--- config.mk ---
export PLATFORM = sky130hd
export DESIGN_NAME = uart_rx_param
export DESIGN_NICKNAME = d
export VERILOG_FILES = /design/src/rtl/uart_pkg.sv /design/src/rtl/uart_rx_sampler.sv /design/src/rtl/uart_rx_param.sv
export SDC_FILE = /design/constraint.sdc
export NUM_CORES = 1
export LEC_CHECK = 0
export ABC_AREA = 1
export ABC_CLOCK_PERIOD_IN_PS = 5900
export CAP_MARGIN = 40
export CORE_MARGIN = 1
export CORE_UTILIZATION = 50
export CTS_CLUSTER_SIZE = 8
export DETAILED_ROUTE_END_ITERATION = 8
export PLACE_DENSITY = 0.68
export SYNTH_ARGS = -nofsm -noshare
export SYNTH_HDL_FRONTEND = slang
export SYNTH_HIERARCHICAL = 1
export SYNTH_SLANG_ARGS = --single-unit
--- constraint.sdc ---
create_clock -name clk_16bd -period 5.9 [get_ports clk_16bd]
set_input_delay 1.18 -clock clk_16bd [delete_from_list [all_inputs] [get_ports clk_16bd]]
set_output_delay 1.18 -clock clk_16bd [all_outputs]
set_load 0.02 [all_outputs]
--- src/rtl/uart_pkg.sv ---
// Shared types and helpers for the parametrised UART receiver.
// Holds the receiver state encoding, the frame-length bounds and the parity helper.
package uart_pkg;

   typedef enum logic [2:0] {
      IDLE,
      START,
      DATA,
      PARITY,
      STOP,
      BREAK
   } uart_state_t;

   localparam int LEN_MIN = 5;
   localparam int LEN_MAX = 9;

   // Expected parity bit for the first len bits: even parity gives the XOR, odd gives its inverse.
   function automatic logic uart_parity(input logic [LEN_MAX-1:0] data,
                                        input logic [3:0]         len,
                                        input logic               odd);
      logic p;
      p = odd;
      for (int i = 0; i < LEN_MAX; i++) begin
         if (i < int'(len)) p = p ^ data[i];
      end
      return p;
   endfunction

endpackage

--- src/rtl/uart_rx_sampler.sv ---
// Line front end: 2-FF synchroniser, per-bit sample counter and 3-tap majority vote.
// The vote is presented combinationally in the cycle of the third tap, flagged by vote_valid.
module uart_rx_sampler
   import uart_pkg::*;
#(
   parameter int OVS = 16
) (
   input  logic clk_16bd,
   input  logic rst_n,
   input  logic rx,
   input  logic restart,
   input  logic hold,
   output logic rxs,
   output logic vote,
   output logic vote_valid,
   output logic last_tick
);

   localparam int SCW = $clog2(OVS);
   localparam logic [SCW-1:0] TAP0 = SCW'(OVS/2 - 1);
   localparam logic [SCW-1:0] TAP1 = SCW'(OVS/2);
   localparam logic [SCW-1:0] TAP2 = SCW'(OVS/2 + 1);

   logic           sync1;
   logic           sync2;
   logic           tap0;
   logic           tap1;
   logic [SCW-1:0] sc;

   always_ff @(posedge clk_16bd or negedge rst_n) begin
      if (!rst_n) begin
         sync1 <= 1'b1;
         sync2 <= 1'b1;
      end else begin
         sync1 <= rx;
         sync2 <= sync1;
      end
   end

   assign rxs = sync2;

   // A detected start edge counts as sample 0, so the counter resumes at 1 on the next cycle.
   always_ff @(posedge clk_16bd or negedge rst_n) begin
      if (!rst_n) begin
         sc <= '0;
      end else if (restart) begin
         sc <= SCW'(1);
      end else if (hold) begin
         sc <= '0;
      end else begin
         sc <= sc + 1'b1;
      end
   end

   always_ff @(posedge clk_16bd or negedge rst_n) begin
      if (!rst_n) begin
         tap0 <= 1'b1;
         tap1 <= 1'b1;
      end else begin
         if (sc == TAP0) tap0 <= rxs;
         if (sc == TAP1) tap1 <= rxs;
      end
   end

   assign vote       = (tap0 & tap1) | (tap0 & rxs) | (tap1 & rxs);
   assign vote_valid = (sc == TAP2) && !hold;
   assign last_tick  = (sc == {SCW{1'b1}});

endmodule

--- src/rtl/uart_rx_param.sv ---
// Parametrised UART receiver: frame FSM, data shift register, error checks and output holding register.
// Configuration is latched at start detection; results appear one cycle after the last stop vote.
module uart_rx_param
   import uart_pkg::*;
#(
   parameter int DATA_MAX = 9,
   parameter int OVS      = 16
) (
   input  logic                clk_16bd,
   input  logic                rst_n,
   input  logic                rx,
   input  logic [3:0]          cfg_len,
   input  logic                cfg_parity_en,
   input  logic                cfg_parity_odd,
   input  logic                cfg_stop2,
   output logic [DATA_MAX-1:0] frame,
   output logic                frame_valid,
   input  logic                frame_ready,
   output logic                err_parity,
   output logic                err_frame,
   output logic                err_overrun,
   output logic                break_det
);

   localparam int BCW = $clog2(DATA_MAX + 1);

   uart_state_t         state;
   logic                rxs;
   logic                vote;
   logic                vote_valid;
   logic                last_tick;
   logic                restart;
   logic                hold;
   logic [DATA_MAX-1:0] data_reg;
   logic [BCW-1:0]      bit_cnt;
   logic [BCW-1:0]      len_q;
   logic                par_en_q;
   logic                par_odd_q;
   logic                stop2_q;
   logic                par_bit;
   logic                perr;
   logic                stop_seen;
   logic                stop1_zero;
   logic                exp_par;
   logic                any_stop_zero;
   logic                all_stop_zero;
   logic                last_stop;

   function automatic logic [BCW-1:0] clamp_len(input logic [3:0] len);
      if (len < 4'(LEN_MIN)) return BCW'(LEN_MIN);
      if (len > 4'(DATA_MAX)) return BCW'(DATA_MAX);
      return BCW'(len);
   endfunction

   assign restart = (state == IDLE) && !rxs;
   assign hold    = (state == IDLE) || (state == BREAK);

   uart_rx_sampler #(
      .OVS(OVS)
   ) u_sampler (
      .clk_16bd  (clk_16bd),
      .rst_n     (rst_n),
      .rx        (rx),
      .restart   (restart),
      .hold      (hold),
      .rxs       (rxs),
      .vote      (vote),
      .vote_valid(vote_valid),
      .last_tick (last_tick)
   );

   assign exp_par       = uart_parity(LEN_MAX'(data_reg), 4'(len_q), par_odd_q);
   assign last_stop     = !stop2_q || stop_seen;
   assign any_stop_zero = !vote || stop1_zero;
   assign all_stop_zero = !vote && (!stop2_q || stop1_zero);

   // The stop decision happens at the last stop vote, not at the end of the bit,
   // so a back-to-back start edge is already seen from IDLE.
   always_ff @(posedge clk_16bd or negedge rst_n) begin
      if (!rst_n) begin
         state       <= IDLE;
         data_reg    <= '0;
         bit_cnt     <= '0;
         len_q       <= BCW'(LEN_MIN);
         par_en_q    <= 1'b0;
         par_odd_q   <= 1'b0;
         stop2_q     <= 1'b0;
         par_bit     <= 1'b0;
         perr        <= 1'b0;
         stop_seen   <= 1'b0;
         stop1_zero  <= 1'b0;
         frame       <= '0;
         frame_valid <= 1'b0;
         err_parity  <= 1'b0;
         err_frame   <= 1'b0;
         err_overrun <= 1'b0;
         break_det   <= 1'b0;
      end else begin
         err_parity  <= 1'b0;
         err_frame   <= 1'b0;
         err_overrun <= 1'b0;
         break_det   <= 1'b0;
         if (frame_valid && frame_ready) frame_valid <= 1'b0;

         case (state)
            IDLE: begin
               if (!rxs) begin
                  len_q      <= clamp_len(cfg_len);
                  par_en_q   <= cfg_parity_en;
                  par_odd_q  <= cfg_parity_odd;
                  stop2_q    <= cfg_stop2;
                  data_reg   <= '0;
                  bit_cnt    <= '0;
                  par_bit    <= 1'b0;
                  perr       <= 1'b0;
                  stop_seen  <= 1'b0;
                  stop1_zero <= 1'b0;
                  state      <= START;
               end
            end

            START: begin
               if (vote_valid && vote) begin
                  state <= IDLE;
               end else if (last_tick) begin
                  state <= DATA;
               end
            end

            DATA: begin
               if (vote_valid) begin
                  data_reg[bit_cnt] <= vote;
                  bit_cnt           <= bit_cnt + 1'b1;
                  if (bit_cnt == len_q - 1'b1) state <= par_en_q ? PARITY : STOP;
               end
            end

            PARITY: begin
               if (vote_valid) begin
                  par_bit <= vote;
                  perr    <= (vote != exp_par);
                  state   <= STOP;
               end
            end

            STOP: begin
               if (vote_valid) begin
                  if (!last_stop) begin
                     stop_seen  <= 1'b1;
                     stop1_zero <= !vote;
                  end else if (all_stop_zero && (data_reg == '0) && !par_bit) begin
                     break_det <= 1'b1;
                     state     <= BREAK;
                  end else if (any_stop_zero) begin
                     err_frame <= 1'b1;
                     state     <= IDLE;
                  end else if (perr) begin
                     err_parity <= 1'b1;
                     state      <= IDLE;
                  end else begin
                     if (frame_valid && !frame_ready) begin
                        err_overrun <= 1'b1;
                     end else begin
                        frame       <= data_reg;
                        frame_valid <= 1'b1;
                     end
                     state <= IDLE;
                  end
               end
            end

            BREAK: begin
               if (rxs) state <= IDLE;
            end

            default: state <= IDLE;
         endcase
      end
   end

endmodule

**After elaboration in Yosys (flattened, before gate mapping)**

Cells that the tools add are included.

- Input bits: 11
- Output and inout port bits: 14
- Word-level logic and storage cells: 191
- Flip-flop bits (word level): 49

- Add/subtract/negate cells: 3
- Equality and inequality tests: 20
- Bitwise gates (word level): 19
- Muxes and demuxes: 84
- Order comparisons: 13
- Reductions and logical operators: 30

Operator list:

| kind | count |
|---|---|
| 1-bit 2-to-1 mux | 54 |
| 3-bit 2-to-1 mux | 11 |
| 4-bit 2-to-1 mux | 8 |
| 9-bit 2-to-1 mux | 2 |
| 3-bit one-hot mux with 6 select lines | 1 |
| 9-bit one-hot mux with 2 select lines | 1 |
| 3-bit by 4-bit < comparator with 1-bit output (first input constant) | 4 |
| 2-bit != test (second input constant) | 7 |
| 4-bit equality test (second input constant) | 3 |
| 9-bit bitwise mux | 1 |
| 1-bit logical AND | 9 |
| 9-bit logical NOT | 1 |
| 1-bit XOR | 9 |
| 4-bit by 1-bit adder with 4-bit output (second input constant) | 2 |
| 1-bit by 4-bit < comparator with 1-bit output (first input constant) | 2 |
| 2-bit by 4-bit < comparator with 1-bit output (first input constant) | 2 |
| 1-bit one-hot mux with 2 select lines | 4 |
| 4-bit one-hot mux with 2 select lines | 1 |
| 8-bit AND reduction | 1 |
| 7-bit AND reduction | 1 |
| 3-bit by 2-bit equality test with 1-bit output (second input constant) | 2 |
| 3-bit equality test (second input constant) | 2 |
| 1-bit logical NOT | 6 |
| 3-bit AND reduction | 2 |
| 21 further kinds | 33 |

**Logic depth before layout (Yosys ltp)**

- Depth in word-level cells: 21
- Mapped depth: 17
- Mapped depth without buffers: 17

**By module**

The synthesis kept the hierarchy.

By module, submodules not included:

| module | cells an instance | times used | sequential area each (µm²) | area an instance (µm²) |
|---|---|---|---|---|
| uart_rx_param | 308 | 1 | 1028.5 | 2411.1 |
| uart_rx_sampler | 39 | 1 | 205.2 | 385.4 |

**Worst setup path after synthesis**

No wires, ideal clock.

- Kind: input to register
- Start point: input port frame_ready
- End point: register frame[6]
- Slack: 3903 ps
- Arrival time: 1870 ps
- Setup time: 128 ps
- Cell stages on the path: 3
- Data required time: 5772 ps
- Path buffers: 0
- Cell sequence: nor2_1 -> nor2_8 -> mux2_1

- Cells in the longest elaborated chain, start to end: 4

Ends and longest elaborated chain:

| element | line | source |
|---|---|---|
| start: declaration | uart_rx_param.sv:18 | `input logic frame_ready,` |
| 1-bit logical NOT | uart_rx_param.sv:161 | `if (frame_valid && !frame_ready) begin` |
| 1-bit logical AND | uart_rx_param.sv:161 |  |
| 1-bit inverter (no line) | -- |  |
| 7-bit AND reduction (no line) | -- |  |
| end signal: assignment | uart_rx_param.sv:164 | `frame <= data_reg;` |
| end: declaration | uart_rx_param.sv:16 | `output logic [DATA_MAX-1:0] frame,` |

No other way between the ends.
A chain may end at the register's enable or synchronous reset.

**Final worst setup path**

- Start point: register frame[2]
- End point: output port frame[2]

No word-level cell between the ends.

==> flow_summary.yaml <==
run_status:
  outcome: "finished clean"
sta:
  clock-skew-final_ns: 0.00571
  worst_slew_margin_rel_pct: 48.8
  tightestPinTransition_ns: 0.764
  timing.setup.tns_ns: 0
  fin_hold_ws_ns: 0.362
  report.final.hold_viol_count: 0
  fin_crit_ns: 2.45
  maxClockFrequency_mhz: 409
  rsz0062_at_grt: "no"
  setup_failing_eps_final: 0
  final-max-slew-violation-count: 0
  finalCritPeriodShare_pct: 41.4
clocking:
  cts_hold_buf: 0
  cts_post_setup_buffers_inserted: 0
  max-clock-path-buffers: 2
  postCtsResizedCells: 0
  clk_transition_reported_paths_ns: 0.09
  worst_skew_pair.late_latency_ns: 0.30
  tritoncts: "built"
  tritoncts_num_sinks: 49
  cts_root_buf: "clkbuf_8"
  tritoncts.num_buffers: 5
  htreeDepth: 2
global_routing:
  grt_first_pass_wirelength_mm: 9.97
  first_global_vias: 2150
  grt_overflow: 0
  antenna_found_initial: 0
  grt_max_degree: 50
  grt.total_usage_pct: 21.4
job:
  drv.max_cap_violation_count: 0
floorplan:
  placement_rows: 26
  core_footprint_mm2: 0.00524
  design.die.area_mm2: 0.00590
  top_level_ports: 25
  die_height_um: 76.8
  initial_utilization_pct: 53.4
  chipWidth_um: 76.8
cells_and_area:
  fraction_of_final_layout_cells_with_drive_strength_greater_than_1_pct: 9.65
  fin_cells: 443
  finish.net_count: 394
  areaGrowthSynthToFinish_pct: 12.8
  final.fill_count: 510
  antenna_cells_inserted: 0
  stdcell_area_mm2: 0.00316
route:
  routed_wl_mm: 5.50
  drt-initial-drc-count: 110
  vias_per_cell: 5.16
  route.detailed.wl_per_inst_um: 12.4
  drt-pass1-iter-count: 4
  remaining_drcs: 0
  drtAntennaViolNets: 0
  num_vias: 2288
place:
  place_hpwl_mm: 4.11
  postPlaceCellArea_mm2: 0.00307
  port_buffers: 24
  placed_cells_incl_taps: 435
  gp_routability_congestion: 0.857
synthesis:
  synthArstFlopShare_pct: 100
  synthCells: 347
  synth_area_leader_cell: "dfrtp_1"
  dominantRegCellSynth: "dfrtp_1"
  syn_nets: 369
  synth-seq-cells: 49
  netlist_area_mm2: 0.00280
  synth.top_cells.by_area: "dfrtp_1 (38%), nand2_1 (12%), inv_1 (5.9%), dfstp_2 (5.6%), nand3_1 (5.0%)"
  synth.distinct_cells: 41
  synth_seq_area_share_pct: 44.1
  number_of_warnings_issued_by_yosys: 6
  syn-mean-instance-area_um2: 8.06
  synth-edff-count: 0
  synth_top_area_share_pct: 38.5
min_path:
  hold_path.class: "reg2reg"
critical_path:
  critical_path.slowest_cell: "clkdlybuf4s50_1"
  worst_path_largest_cell_delay_ns: 0.60
  worst-path-max-fanout: 2
  worst-endpoint-required_ns: 4.72
  worst_ep_arrival_time_ns: 1.27
  critPathCaptureType: "output port"
  crit_chain: "clkdlybuf4s50_1"
  cp-start-kind: "flip-flop"
  timing.setup.critical_path_class: "reg2out"
  number_of_buffer_and_inverter_stages_on_the_critical_path: 1
  cp_top_family: "buffers and inverters"
power:
  cellPowerDensity_mw_per_mm2: 347
  ir_drop_v: 0.000182
  total_leakage_power_nw: 1.49
-- synth_stat cells (all sizes together) (2+ instances only) --
cell type / number
buf: 7
xnor2: 2
nor4: 4
o21a: 8
nor2: 30
dfrtp: 43
nor3: 5
o31ai: 5
nand2: 93
xor2: 4
o211ai: 3
dfstp: 6
nand3: 29
o21ai: 17
ha: 11
o21bai: 2
inv: 51
a21oi: 14
nand4: 4
mux2: 2
-- layout make-up --
cell class	instances	area, um^2	area share (%)
Tap cell	70	87.6	2.78
Clock buffer	7	76.3	2.42
Sequential cell	49	1230	39.1
Multi-Input combinational cell	239	1310	41.6
Timing Repair Buffer	25	243	7.69
Clock inverter	1	5.00	0.159
Inverter	52	196	6.23
-- power breakdown --
group | internal (mW) | switching, mW | total [mW]
Clock | 0.0834 | 0.108 | 0.191
Combinational | 0.150 | 0.285 | 0.435
Sequential | 0.404 | 0.0648 | 0.469
-- cell usage in the layout (no fill, tap or decap), types with 3 or more instances in the layout --
cell and count:
a21oi_1 13, nor2_1 27, clkdlybuf4s50_1 23, clkbuf_8 5, nor4_1 4, inv_1 44
o31ai_1 5, inv_2 7, o21ai_1 6, o211ai_1 3, dfstp_2 6, o21ai_0 10
nand2_2 4, nand3_1 28, ha_1 11, dfrtp_1 43, nand2_1 88, xor2_1 4
o21a_1 8, nand4_1 4
-- cell families (layout without fill, tap and decap cells) --
kind of cell    after synthesis  in the layout  share of synthesized area, %
compound gates               52             52                          11.4
simple gates                167            167                          27.7
fa+ha+maj                    12             12                          5.28
buf+inv                      59             85                          8.90
flops                        49             49                          44.1
xor+xnor                      6              6                          1.88
mux                           2              2                         0.805
-- worst paths after layout --
| check | start | end | slack [ns] | cells after the start |
|---|---|---|---|---|
| worst max register to register | state[2] | frame[8] | 3.59 | 9 |
| min in group asynchronous | rst_n | frame[0] | 0.96 | 2 |
| worst max-delay path | frame[2] | frame[2] | 3.45 | 1 |
| worst min-delay path | u_sampler/sync1 | u_sampler/rxs | 0.36 | 0 |
| max in group asynchronous | rst_n | len_q[1] | 4.52 | 2 |
| worst min register to register | u_sampler/sync1 | u_sampler/rxs | 0.36 | 0 |
-- routing by layer --
layer	global-route usage, %	part of all wire [%]	up-vias
met2	33.8	46	47
met3	4.05	3.9	11
met4	7.50	2.0	0
li1	-	-	1167
met1	29.1	48	1063
met5	0	0	-
-- metrics by stage --
| stage | setup slack (ns) | util (%) | total power [mW] |
|---|---|---|---|
| floorplan | 3.90 | - | 0.813 |
| global placement | 3.42 | 58.7 | 0.897 |
| detailed placement | 3.39 | 58.7 | 0.911 |
| CTS | 3.44 | 60.2 | 1.10 |
| global route | 3.31 | 60.2 | 1.20 |
| finish | 3.45 | 60.2 | 1.10 |
Power figures use the tool's default switching activity.
